`src/rtl/lsu_bus_master_if.sv`:
```
// rtl/lsu_bus_master_if.sv - naive_bus: split read/write request-grant bus with word-wide data
interface naive_bus;
   logic        rd_req;
   logic        rd_gnt;
   logic [31:0] rd_addr;
   logic [31:0] rd_data;
   logic        wr_req;
   logic        wr_gnt;
   logic [31:0] wr_addr;
   logic [31:0] wr_data;
   logic [3:0]  wr_be;

   modport master (
      output rd_req, rd_addr, wr_req, wr_addr, wr_data, wr_be,
      input  rd_gnt, rd_data, wr_gnt
   );

   modport slave (
      input  rd_req, rd_addr, wr_req, wr_addr, wr_data, wr_be,
      output rd_gnt, rd_data, wr_gnt
   );
endinterface

```
`src/rtl/lsu_bus_master.sv`:
```
// rtl/lsu_bus_master.sv - load/store unit master: one sized access at a time onto naive_bus
module lsu_bus_master (
   input  logic        clk,
   input  logic        rst_n,
   input  logic        i_req,
   input  logic        i_we,
   input  logic [2:0]  i_funct3,
   input  logic [31:0] i_addr,
   input  logic [31:0] i_wdata,
   output logic        o_busy,
   output logic        o_done,
   output logic        o_err,
   output logic [31:0] o_rdata,
   naive_bus.master    bus
);

   typedef enum logic [1:0] {IDLE, WR, RD, RWAIT} state_e;

   state_e      state_q, state_d;
   logic [1:0]  lane_q, lane_d;
   logic [2:0]  size_q, size_d;
   logic        rd_req_q, rd_req_d;
   logic        wr_req_q, wr_req_d;
   logic [31:0] rd_addr_q, rd_addr_d;
   logic [31:0] wr_addr_q, wr_addr_d;
   logic [31:0] wr_data_q, wr_data_d;
   logic [3:0]  wr_be_q, wr_be_d;
   logic        done_q, done_d;
   logic        err_q, err_d;
   logic [31:0] rdata_q, rdata_d;

   logic        illegal;
   logic [31:0] st_data;
   logic [3:0]  st_be;
   logic [7:0]  ld_byte;
   logic [15:0] ld_half;
   logic [31:0] ld_ext;

   // Alignment and size-code legality of the incoming command
   always_comb begin
      illegal = 1'b0;
      case (i_funct3)
         3'b000, 3'b100: illegal = 1'b0;
         3'b001, 3'b101: illegal = i_addr[0];
         3'b010:         illegal = |i_addr[1:0];
         default:        illegal = 1'b1;
      endcase
   end

   always_comb begin
      st_data = i_wdata;
      st_be   = 4'b1111;
      case (i_funct3[1:0])
         2'b00: begin
            st_data = {4{i_wdata[7:0]}};
            st_be   = 4'b0001 << i_addr[1:0];
         end
         2'b01: begin
            st_data = {2{i_wdata[15:0]}};
            st_be   = 4'b0011 << i_addr[1:0];
         end
         default: begin
            st_data = i_wdata;
            st_be   = 4'b1111;
         end
      endcase
   end

   // Lane extraction from the word returned in RWAIT
   always_comb begin
      ld_byte = bus.rd_data[7:0];
      case (lane_q)
         2'd0: ld_byte = bus.rd_data[7:0];
         2'd1: ld_byte = bus.rd_data[15:8];
         2'd2: ld_byte = bus.rd_data[23:16];
         2'd3: ld_byte = bus.rd_data[31:24];
         default: ld_byte = bus.rd_data[7:0];
      endcase
      ld_half = lane_q[1] ? bus.rd_data[31:16] : bus.rd_data[15:0];
      case (size_q)
         3'b000:  ld_ext = {{24{ld_byte[7]}}, ld_byte};
         3'b100:  ld_ext = {24'h0, ld_byte};
         3'b001:  ld_ext = {{16{ld_half[15]}}, ld_half};
         3'b101:  ld_ext = {16'h0, ld_half};
         default: ld_ext = bus.rd_data;
      endcase
   end

   always_comb begin
      state_d   = state_q;
      lane_d    = lane_q;
      size_d    = size_q;
      rd_req_d  = rd_req_q;
      wr_req_d  = wr_req_q;
      rd_addr_d = rd_addr_q;
      wr_addr_d = wr_addr_q;
      wr_data_d = wr_data_q;
      wr_be_d   = wr_be_q;
      rdata_d   = rdata_q;
      done_d    = 1'b0;
      err_d     = 1'b0;
      case (state_q)
         IDLE: begin
            if (i_req) begin
               if (illegal) begin
                  err_d = 1'b1;
               end else begin
                  lane_d = i_addr[1:0];
                  size_d = i_funct3;
                  if (i_we) begin
                     state_d   = WR;
                     wr_req_d  = 1'b1;
                     wr_addr_d = {i_addr[31:2], 2'b00};
                     wr_data_d = st_data;
                     wr_be_d   = st_be;
                  end else begin
                     state_d   = RD;
                     rd_req_d  = 1'b1;
                     rd_addr_d = {i_addr[31:2], 2'b00};
                  end
               end
            end
         end
         WR: begin
            if (bus.wr_gnt) begin
               state_d  = IDLE;
               wr_req_d = 1'b0;
               wr_be_d  = 4'b0000;
               done_d   = 1'b1;
            end
         end
         RD: begin
            if (bus.rd_gnt) begin
               state_d  = RWAIT;
               rd_req_d = 1'b0;
            end
         end
         RWAIT: begin
            state_d = IDLE;
            rdata_d = ld_ext;
            done_d  = 1'b1;
         end
         default: state_d = IDLE;
      endcase
   end

   always_ff @(posedge clk or negedge rst_n) begin
      if (!rst_n) begin
         state_q   <= IDLE;
         lane_q    <= 2'b00;
         size_q    <= 3'b000;
         rd_req_q  <= 1'b0;
         wr_req_q  <= 1'b0;
         rd_addr_q <= 32'h0;
         wr_addr_q <= 32'h0;
         wr_data_q <= 32'h0;
         wr_be_q   <= 4'b0000;
         done_q    <= 1'b0;
         err_q     <= 1'b0;
         rdata_q   <= 32'h0;
      end else begin
         state_q   <= state_d;
         lane_q    <= lane_d;
         size_q    <= size_d;
         rd_req_q  <= rd_req_d;
         wr_req_q  <= wr_req_d;
         rd_addr_q <= rd_addr_d;
         wr_addr_q <= wr_addr_d;
         wr_data_q <= wr_data_d;
         wr_be_q   <= wr_be_d;
         done_q    <= done_d;
         err_q     <= err_d;
         rdata_q   <= rdata_d;
      end
   end

   assign o_busy      = (state_q != IDLE);
   assign o_done      = done_q;
   assign o_err       = err_q;
   assign o_rdata     = rdata_q;
   assign bus.rd_req  = rd_req_q;
   assign bus.rd_addr = rd_addr_q;
   assign bus.wr_req  = wr_req_q;
   assign bus.wr_addr = wr_addr_q;
   assign bus.wr_data = wr_data_q;
   assign bus.wr_be   = wr_be_q;

endmodule
```
`src/flat_wrapper.sv`:
```
// flat-port wrapper written by rule: the top's interface ports become plain ports
module lsu_bus_master_flat 
  (clk, rst_n, i_req, i_we, i_funct3, i_addr, i_wdata, o_busy, o_done, o_err, o_rdata, bus_rd_req, bus_rd_addr, bus_wr_req, bus_wr_addr, bus_wr_data, bus_wr_be, bus_rd_gnt, bus_rd_data, bus_wr_gnt);
  naive_bus bus_i ();
  input  logic clk;
  input  logic rst_n;
  input  logic i_req;
  input  logic i_we;
  input  logic [2:0] i_funct3;
  input  logic [31:0] i_addr;
  input  logic [31:0] i_wdata;
  output logic o_busy;
  output logic o_done;
  output logic o_err;
  output logic [31:0] o_rdata;
  output wire logic [$bits(bus_i.rd_req)-1:0] bus_rd_req;
  output wire logic [$bits(bus_i.rd_addr)-1:0] bus_rd_addr;
  output wire logic [$bits(bus_i.wr_req)-1:0] bus_wr_req;
  output wire logic [$bits(bus_i.wr_addr)-1:0] bus_wr_addr;
  output wire logic [$bits(bus_i.wr_data)-1:0] bus_wr_data;
  output wire logic [$bits(bus_i.wr_be)-1:0] bus_wr_be;
  input wire logic [$bits(bus_i.rd_gnt)-1:0] bus_rd_gnt;
  input wire logic [$bits(bus_i.rd_data)-1:0] bus_rd_data;
  input wire logic [$bits(bus_i.wr_gnt)-1:0] bus_wr_gnt;
  assign bus_rd_req = bus_i.rd_req;
  assign bus_rd_addr = bus_i.rd_addr;
  assign bus_wr_req = bus_i.wr_req;
  assign bus_wr_addr = bus_i.wr_addr;
  assign bus_wr_data = bus_i.wr_data;
  assign bus_wr_be = bus_i.wr_be;
  assign bus_i.rd_gnt = bus_rd_gnt;
  assign bus_i.rd_data = bus_rd_data;
  assign bus_i.wr_gnt = bus_wr_gnt;
  lsu_bus_master u_core (.clk(clk), .rst_n(rst_n), .i_req(i_req), .i_we(i_we), .i_funct3(i_funct3), .i_addr(i_addr), .i_wdata(i_wdata), .o_busy(o_busy), .o_done(o_done), .o_err(o_err), .o_rdata(o_rdata), .bus(bus_i));
endmodule
```
`config.mk`:
```
export PLATFORM = sky130hd
export DESIGN_NAME = lsu_bus_master_flat
export DESIGN_NICKNAME = d
export VERILOG_FILES = /design/src/rtl/lsu_bus_master_if.sv /design/src/rtl/lsu_bus_master.sv /design/src/flat_wrapper.sv
export SDC_FILE = /design/constraint.sdc
export NUM_CORES = 1
export LEC_CHECK = 0
export CAP_MARGIN = 30
export CORE_MARGIN = 2
export CORE_UTILIZATION = 35
export CTS_BUF_LIST = sky130_fd_sc_hd__clkbuf_4
export CTS_CLUSTER_SIZE = 8
export DETAILED_ROUTE_END_ITERATION = 8
export HOLD_SLACK_MARGIN = 0.06
export PLACE_DENSITY_LB_ADDON = 0.1
export SLEW_MARGIN = 0
export SYNTH_ARGS = -nofsm -noshare
export SYNTH_HDL_FRONTEND = slang
export SYNTH_SLANG_ARGS = --single-unit
```
`constraint.sdc`:
```
create_clock -name clk -period 2.32 [get_ports clk]
set_clock_uncertainty 0.1 [all_clocks]
set_input_delay 0.232 -clock clk [delete_from_list [all_inputs] [get_ports clk]]
set_output_delay 0.232 -clock clk [all_outputs]
set_load 0.005 [all_outputs]
```
=== Word level (Yosys, flattened, before mapping) ===
Index checks and enable logic that the tools add are counted.

* Flip-flop bits (word level): 139
* Bits of input ports: 105
* Memories: 0
* Memory bits (read-only): 0
* Latch bits: 0
* Word-level logic and storage cells: 85
* RAM bits: 0

* Bitwise operators: 2
* Equal/unequal tests: 20
* Divide/modulo/power cells: 0
* Reductions and logical operators: 17
* Multipliers: 0
* Muxes and demuxes: 32
* $add $sub $neg: 0
* Order comparisons: 0
* Shift operators: 2

{| class="wikitable"
|+ Operators by type and width
! kind !! count
|-
| case mux 32 bit (4 select lines) || 1
|-
| case mux 32 bit (2 select lines) || 1
|-
| case mux 8 bit (4 select lines) || 1
|-
| two-way mux 16 bit || 1
|-
| two-way mux 4 bit || 4
|-
| case mux 4 bit (2 select lines) || 2
|-
| equality test 3 bit (second input constant) || 4
|-
| two-way mux 1 bit || 12
|-
| inequality test 2 bit (second input constant) || 6
|-
| AND reduction 4 bit || 3
|-
| two-way mux 2 bit || 5
|-
| AND reduction 5 bit || 2
|-
| equality test 2 bit (second input constant) || 4
|-
| case mux 2 bit (4 select lines) || 1
|-
| equality test 2 x 1 -> 1 bit (second input constant) || 3
|-
| equality test 3 x 1 -> 1 bit (second input constant) || 2
|-
| zero test 2 bit || 3
|-
| zero test 3 bit || 2
|-
| case mux 1 bit (2 select lines) || 3
|-
| nonzero test 2 bit || 3
|-
| OR reduction 2 bit || 3
|-
| << shifter 1 x 2 -> 4 bit (first input constant) || 1
|-
| << shifter 2 x 2 -> 4 bit (first input constant) || 1
|-
| equality test 3 x 2 -> 1 bit (second input constant) || 1
|-
| other kinds (3) || 4
|}

=== Logic depth before layout (Yosys ltp) ===
Gate-level depths: netlist (run 1).

* Depth after elaboration: 6
* Gate-level depth with buffers: 7
* Gate-level depth less buffers: 4

=== Worst setup path before layout (run 1) ===
Ideal clock, no wire load.

* Path kind: register to register
* Start: register u_core.state_q[1]
* End: register u_core.rd_addr_q[10], in the netlist u_core.bus.rd_addr[10]
* Path slack: 0.389 ns
* Buffers on the path: 3
* Data required time: 2.095 ns
* Arrival time: 1.705 ns
* Stages on the path, launching flop included: 8
* Setup time: 0.125 ns
* Period minus slack after synthesis: 1.931 ns
* Cell sequence: dfrtp_1 -> clkbuf_1 -> nor2_1 -> o211ai_4 -> or2_1 -> buf_6 -> buf_6 -> mux2_4

* Longest elaborated chain between the ends: 2

{| class="wikitable"
|+ RTL lines
! element !! line !! source
|-
| start, declared || lsu_bus_master.sv:19 || <nowiki>state_e state_q, state_d;</nowiki>
|-
| start signal, assigned || lsu_bus_master.sv:162 || <nowiki>state_q <= state_d;</nowiki>
|-
| zero test 2 bit || lsu_bus_master.sv:102 || <nowiki>case (state_q)</nowiki>
|-
| AND reduction 4 bit (no line) || - ||
|-
| end signal, assigned || lsu_bus_master.sv:167 || <nowiki>rd_addr_q <= rd_addr_d;</nowiki>
|-
| end, declared || lsu_bus_master.sv:24 || <nowiki>logic [31:0] rd_addr_q, rd_addr_d;</nowiki>
|}

No other way between the ends.
A chain may end at the register's enable or synchronous reset.

=== Worst setup path after layout (run 1) ===
* Start: register u_core.state_q[0]
* End: output o_busy

* Longest elaborated chain between the ends: 1

{| class="wikitable"
|+ RTL lines
! element !! line !! source
|-
| nonzero test 2 bit || lsu_bus_master.sv:177 || <nowiki>assign o_busy = (state_q != IDLE);</nowiki>
|-
| end, declared || flat_wrapper.sv:12 || <nowiki>output logic o_busy;</nowiki>
|}

No other way between the ends.

==> results of run 1 <==
cell families (layout without fill, tap and decap cells):
kind of cell	Yosys count	in the layout	share of synthesized area (%)
buf+inv	46	303	3.76
other cells	1	5	0.0600
flops	139	139	55.6
simple gates	122	122	8.99
compound gates	114	114	11.6
mux	103	103	19.9
worst min path at each step:
| stage | start | depth (start not counted) | slack (ns) | end |
|---|---|---|---|---|
| 2_1_floorplan | rst_n | 0 | -0.16 | u_core.bus.rd_addr[10]$_DFFE_PN0P_ |
| 6_report | rst_n | 2 | 0.11 | u_core.o_rdata[16]$_DFFE_PN0P_ |
| 5_1_grt | rst_n | 2 | 0.09 | u_core.o_rdata[16]$_DFFE_PN0P_ |
| 3_5_place_dp | rst_n | 1 | 0.13 | u_core.o_rdata[16]$_DFFE_PN0P_ |
| 3_3_place_gp | rst_n | 1 | 0.12 | u_core.o_rdata[26]$_DFFE_PN0P_ |
| 4_1_cts | rst_n | 2 | 0.09 | u_core.o_rdata[16]$_DFFE_PN0P_ |
stage by stage:
stage / setup WS (ns) / TNS [ns] / area [µm²] / std cells / hold slack (ns)
after floorplan: 0.389 / 0 / 6260 / 528 / -0.164
after global routing: 0.0195 / 0 / 9320 / 1011 / 0.0852
after CTS: 0.00865 / 0 / 9320 / 1010 / 0.0857
after global placement: -0.171 / -5.03 / 8990 / 977 / 0.120
final: 0.152 / 0 / 9320 / 1011 / 0.115
after detailed placement: -0.171 / -4.91 / 8990 / 977 / 0.126
sequential cells by signal, summed over array words and instances, names as in the netlist:
| signal | cells |
|---|---|
| u_core.bus.wr_data | 32 |
| u_core.o_rdata | 32 |
| u_core.bus.rd_addr | 30 |
| u_core.bus.wr_addr | 30 |
| u_core.bus.wr_be | 4 |
| u_core.size_q | 3 |
| u_core.lane_q | 2 |
| u_core.state_q | 2 |
| u_core.bus.rd_req | 1 |
| u_core.bus.wr_req | 1 |
| u_core.o_done | 1 |
| u_core.o_err | 1 |
worst register-to-register path: cells and delay by family, from the launching register on:
family,cells,cell delay (ns)
AOI/OAI and AO/OA,1,0.09
and+or+nand+nor,2,0.52
buffers and inverters,1,0.20
muxes,1,0.34
DFF,1,0.46
cell type report:
cell class | count | share of cell area, %
Clock inverter | 13 | 1.81
Clock buffer | 19 | 1.53
Antenna cell | 1 | 0.0268
Tap cell | 225 | 3.02
Sequential cell | 139 | 37.3
Timing Repair Buffer | 267 | 28.6
Inverter | 4 | 0.161
Multi-Input combinational cell | 343 | 27.6
cell usage in the layout (no fill, tap or decap), drive strengths merged, types with 5 or more instances in the layout:
cell type / netlist / layout
mux2: 74 / 74
nor3: 6 / 6
clkinv: 0 / 8
nor2: 43 / 43
inv: 4 / 5
a22oi: 9 / 9
buf: 19 / 30
clkdlybuf4s50: 0 / 236
a22o: 7 / 7
dfrtp: 139 / 139
a21oi: 31 / 31
nand2: 37 / 37
o21ai: 40 / 40
clkbuf: 23 / 19
nand3: 17 / 17
mux2i: 28 / 28
timing repair:
action / CTS / global route
endpoints found under the hold margin: 139 / 0
hold buffers: 1 / 0
gates resized for setup: 0 / 1
setup endpoints to repair: 0 / 1
power groups by stage:
stage               clock network, µW  logic [µW]  registers, µW
finish                           1700        5280           4340
global route                     1880        5780           4500
CTS                              1780        5370           4350
detailed placement                  0        5350           4380
global placement                    0        5300           4340
floorplan                           0        2090           4350
layer usage:
| layer | GRT usage (%) | up-vias |
|---|---|---|
| li1 | - | 2362 |
| met1 | 22.4 | 2373 |
| met2 | 30.7 | 163 |
| met3 | 6.84 | 20 |
| met4 | 6.24 | 0 |
| met5 | 0 | - |
==> metrics.md, run 1 <==
| Metric | Value |
|---|---|
| Outcome | `completed` |
| Slew HR | `38.6%` |
| Setup crit start kind | `register` |
| Async SR Flop Fraction | `100%` |
| CP Capture Type | `output pin` |
| DIE WIDTH | `138 µm` |
| Crit-path cells | `nor2_2 -> buf_4 -> inv_1 -> clkdlybuf4s50_1` |
| Worst-path maximum fanout | `6` |
| Arrival @ worst endpoint | `~1.8 ns` |
| Net Sw Frac | `30.9%` |
| Final hold vios | `0` |
| CP Class | `register to output pin` |
| Core area | `17400 µm²` |
| Avg Inst Size Synth | `~12 µm²` |
| Initial antenna violation count | `1` |
| Post-route ant nets | `0` |
| Synth top area cells | `dfrtp_1 (56%), mux2_2 (8.1%), mux2_4 (7.0%)` |
| CP max-delay cell | `dfrtp_1` |
| All-Layer GR Usage | `a little under a fifth` |
| Sequential cell area | `3480 µm²` |
| Floorplan row count | `48` |
| Vias per cell | `between 4 and 5` |
| Leakage | `0.00410 µW` |
| Fill cells | `1504` |
| Worst Tran Pin Value | `0.917 ns` |
| Slowest Stage Delay on Critical Path | `between 0.4 and 0.5 ns` |
| Post-synth top area share | `a little under three fifths` |
| Post-Route M1 WL | `7050 µm` |
| Wire length on met2 | `between 8000 and 9000 µm` |
| Crit path from | `u_core.state_q[0]$_DFFE_PN0P_` |
| Worst hold-check path type | `input port to async pin` |
| Clock Tree Root | `clkbuf_4` |
| First-pass GRT wire length | `26800 µm` |
| Synth warn | `0` |
| Top delay family on crit path | `buffers and inverters` |
| FF-to-FF End | `u_core.bus.rd_addr[10]$_DFFE_PN0P_` |
| Seq/Total Area, Yosys | `55.6%` |
| RSZ-0062 raised after global routing | `false` |
| Area of the mapped netlist | `6250 µm²` |
| TritonCTS Sinks | `139` |
| Violation count after the first detailed-routing iteration | `approximately 170` |
| Top sig layer | `met4` |
| Critical path depth | `4` |
| Die height | `138 µm` |
| Main synth FF type | `dfrtp_1` |
| Clk_lat worst skew | `0.53 ns` |
| Top cell type by total area after synthesis | `dfrtp_1` |
| F_max | `461 MHz` |
| Residual DRC count | `0` |
| Clock share of power | `15.0%` |
| Cell internal pwr | `7820 µW` |
| Initial Util | `between 30% and 40%` |
| Vias in the first global route | `5103` |
| Die ar. | `18900 µm²` |
| Final worst path period need | `2.17 ns` |
| Final core occ | `53.7%` |
| Pin count of the biggest net entering global routing | `55` |
| I/O Pins | `242` |
| Max H-tree Level | `4` |
| Fin. max-slew vios | `0` |
| PnR Total Power | `11300 µW` |
| Global placement routability congestion | `0.825` |
| Share of layout cells above drive strength 1 | `between 10% and 20%` |
| Tcrit/Tclk final | `93.4%` |
| Post-DP HPWL | `12800 µm` |
| Area growth syn-to-layout | `49.1%` |
| WL final | `between 15000 and 20000 µm` |
| Power per cell area | `between 1000 and 1500 nW/µm²` |
| DR vias | `slightly below 5000` |
| # Post-CTS Setup Buffers | `0` |
| R2R setup slack | `a little over 0.5 ns` |
| Synth unique cells | `43` |
| P_sw | `roughly 3500 µW` |
| VDD IR-drop max | `516 µV` |
| Gate Count Post-Synth | `525` |
| Max_cap viols | `0` |
| Post-synth EDFFs | `0` |
| CP required | `between 1.5 and 2 ns` |
| TritonRoute pass-1 iters | `4` |
| R2r startpoint | `u_core.state_q[0]$_DFFE_PN0P_` |
| # nets final | `877` |
| Seq cells post-synth | `about 140` |
| Gr ovfl total | `0` |
| Buf/Inv on CP | `3` |
| Critical Path Sink | `o_busy` |
| WL per Instance | `16.9 µm` |
| Multi-input gate area | `approximately 2600 µm²` |
| CTS Buf Count | `17` |
| Setup-failing EPs final | `0` |
| I/O Buffers | `237` |
| TritonCTS clock tree | `yes` |
| Worst Reg-to-Reg Cells | `5` |
| Synth top cells by count | `dfrtp_1 (139), mux2_2 (45), nor2_1 (43), nand2_1 (37), o21ai_0 (37)` |
| Routed wl met3 | `1460 µm` |
| CTS max path bufs | `2` |
| Count leader, synth | `dfrtp_1` |
| Combinational fraction of design power | `46.6%` |
| Seq pwr share | `38.3%` |
| Worst-path clk slew | `approximately 0.12 ns` |
Power figures use the tool's default switching activity.
==> run 2, diff against run 1 <==
CAP_MARGIN = not set   (was 30)
==> results of run 2 <==
The final DEF is identical to that of run 1; final timing and power are the same.
==> run 3, diff against run 2 <==
ABC_CLOCK_PERIOD_IN_PS = 2320   (was not set)
CORE_UTILIZATION = 45   (was 35)
==> run 3 against run 2 <==
Against the previous run: total power rose by 0.11%; global-route usage increased by 4.7 points; sequential power rose by 1%; register-to-register slack better by 0.02 ns; non-clock buffer count is 4 higher; clock-buffer cell count decreased by 2; die area down 22%; hold slack better by 0.049 ns; first-iteration DRC count is 110% higher; via count is 2.5% higher; cell area shrank 0.28%; largest power group unchanged.
==> metrics.md, run 3 (synthesis results as in run 1) <==
| Metric | Value |
|---|---|
| Setup crit start kind | `register (unchanged)` |
| Leakage | `0.00411 µW (was 0.00410 µW)` |
| F_max | `461 MHz (about the same)` |
| PnR Total Power | `11300 µW (about the same)` |
| DR vias | `5042 (was 4918)` |
| Gr ovfl total | `0 (unchanged)` |
| Worst-path clk slew | `0.12 ns (about the same)` |
| CTS max path bufs | `2 (unchanged)` |
| Tcrit/Tclk final | `93.4% (about the same)` |
| Worst hold-check path type | `input port to async pin (unchanged)` |
| Clock Tree Root | `clkbuf_4 (unchanged)` |
| CTS Buf Count | `17 (unchanged)` |
| Outcome | `completed (unchanged)` |
| R2r startpoint | `u_core.state_q[1]$_DFFE_PN0P_ (was u_core.state_q[0]$_DFFE_PN0P_)` |
| Clk_lat worst skew | `0.53 ns (about the same)` |
| Violation count after the first detailed-routing iteration | `348 (was 169)` |
| Global placement routability congestion | `0.885 (was 0.825)` |
| Inserted Diodes | `0 (was 1)` |
| DP Area | `8970 µm² (was 8990 µm²)` |
| CP max-delay cell | `dfrtp_2 (was dfrtp_1)` |
| Power per cell area | `1220 nW/µm² (was 1210 nW/µm²)` |
| Top delay family on crit path | `buffers and inverters (unchanged)` |
| Max H-tree Level | `4 (unchanged)` |
| Most common cell after layout, fill and taps aside | `clkdlybuf4s50_1 (unchanged)` |
| I/O Pins | `242 (unchanged)` |
| FF-to-FF End | `u_core.bus.rd_addr[6]$_DFFE_PN0P_ (was u_core.bus.rd_addr[10]$_DFFE_PN0P_)` |
| WL final | `16900 µm (was 17100 µm)` |
| Area growth syn-to-layout | `48.7% (was 49.1%)` |
| Setup-failing EPs final | `0 (unchanged)` |
| R2R setup slack | `0.53 ns (was 0.51 ns)` |
| Floorplan row count | `43 (was 48)` |
| Max_cap viols | `0 (unchanged)` |
| Vias in the first global route | `5205 (was 5103)` |
| Final hold vios | `0 (unchanged)` |
| Initial antenna violation count | `0 (was 1)` |
| Slowest Stage Delay on Critical Path | `0.49 ns (was 0.46 ns)` |
| Worst-path maximum fanout | `9 (was 6)` |
| Critical Path Sink | `o_busy (unchanged)` |
| WL per Instance | `17.4 µm (was 16.9 µm)` |
| CP Class | `register to output pin (unchanged)` |
| Fin. max-slew vios | `0 (unchanged)` |
| Slew HR | `35.8% (was 38.6%)` |
| First-pass GRT wire length | `26600 µm (was 26800 µm)` |
| Hold Slack | `0.163 ns (was 0.115 ns)` |
| Arrival @ worst endpoint | `1.84 ns (about the same)` |
| TritonCTS clock tree | `yes (unchanged)` |
| # nets final | `881 (was 877)` |
| Worst Reg-to-Reg Cells | `5 (unchanged)` |
| CP Capture Type | `output pin (unchanged)` |
| Commonest cells after routing, fill and taps aside | `clkdlybuf4s50_1 (236), dfrtp_1 (138), mux2_2 (45) (was clkdlybuf4s50_1 (236), dfrtp_1 (139), mux2_2 (45))` |
| Buf/Inv on CP | `3 (unchanged)` |
| Die ar. | `14800 µm² (was 18900 µm²)` |
| Post-route ant nets | `0 (unchanged)` |
| CP required | `1.99 ns (about the same)` |
| Critical path depth | `4 (unchanged)` |
| RSZ-0062 raised after global routing | `false (unchanged)` |
| I/O Buffers | `237 (unchanged)` |
| Setup_tns | `0 ns (unchanged)` |
| Vias per cell | `5.20 (was 4.86)` |
| Design area | `9300 µm² (was 9320 µm²)` |
| Initial Util | `45.6% (was 36.0%)` |
| All-Layer GR Usage | `23.3% (was 18.6%)` |
| TritonRoute pass-1 iters | `5 (was 4)` |
| Worst Tran Pin Value | `0.960 ns (was 0.917 ns)` |
| Core area | `13700 µm² (was 17400 µm²)` |
| Crit path from | `u_core.state_q[1]$_DFFE_PN0P_ (was u_core.state_q[0]$_DFFE_PN0P_)` |
| DIE WIDTH | `122 µm (was 138 µm)` |
| TritonCTS Sinks | `139 (unchanged)` |
| Crit-path cells | `nor2_4 -> buf_4 -> inv_1 -> clkdlybuf4s50_1 (was nor2_2 -> buf_4 -> inv_1 -> clkdlybuf4s50_1)` |
| Share of layout cells above drive strength 1 | `18.8% (was 18.6%)` |
| Final worst path period need | `2.17 ns (about the same)` |
| Residual DRC count | `0 (unchanged)` |
| Post-DP HPWL | `12800 µm (about the same)` |
| Die height | `122 µm (was 138 µm)` |
| Pin count of the biggest net entering global routing | `67 (was 55)` |
| VDD IR-drop max | `700 µV (was 516 µV)` |
run 3: layout make-up:
type                       count  area [µm²]
inverter                       4        15.0
tap                          180         225
timing repair buffer         271        2690
clock inverter                15         180
sequential                   139        3480
fill                        1061        4420
clock buffer                  17         128
multi-input combinational    343        2570
run 3: through the flow:
stage / instances / util, % / setup slack (ns)
floorplan: 528 / - / 0.389
global placement: 936 / 65.4 / 0.0421
detailed placement: 936 / 65.4 / 0.0308
CTS: 969 / 67.7 / 0.0117
global route: 969 / 67.8 / 0.0242
finish: 969 / 67.8 / 0.153
run 3: worst min-delay path by stage:
stage | startpoint | to | slack, ns
floorplan | rst_n | u_core.bus.rd_addr[10]$_DFFE_PN0P_ | -0.16
global placement | rst_n | u_core.bus.wr_data[26]$_DFFE_PN0P_ | 0.17
detailed placement | rst_n | u_core.bus.wr_data[27]$_DFFE_PN0P_ | 0.17
CTS | bus_rd_data[1] | u_core.o_rdata[1]$_DFFE_PN0P_ | 0.14
global route | bus_rd_data[1] | u_core.o_rdata[1]$_DFFE_PN0P_ | 0.15
finish | rst_n | u_core.o_rdata[4]$_DFFE_PN0P_ | 0.16
run 3: power by group:
part | switching (µW) | total (µW) | internal [µW]
combinational | 1850 | 5260 | 3410
clock | 842 | 1680 | 835
sequential | 783 | 4400 | 3620
run 3: worst reg2reg max path, delay by kind of cell, from the launching register on:
kind / cells / cell delay, ns
buffers and inverters: 1 / 0.18
multiplexers: 1 / 0.31
flip-flops: 1 / 0.49
AND/OR/NAND/NOR: 2 / 0.51
AO/OA/AOI/OAI: 1 / 0.09
run 3: repair_timing:
action	4_1_cts	5_1_grt
hold endpoints to repair	118	0
setup buffers	0	0
hold buffers	1	0
setup endpoints to repair	1	1
gates resized for setup	1	2
gates cloned	0	0
run 3: per-layer routing:
layer | global-route usage [%] | wire (µm) | up-vias
met3 | 8.52 | 1390 | 30
li1 | - | - | 2369
met5 | 0 | 0 | -
met2 | 38.1 | 8300 | 172
met4 | 9.27 | 420 | 0
met1 | 28.0 | 6760 | 2471
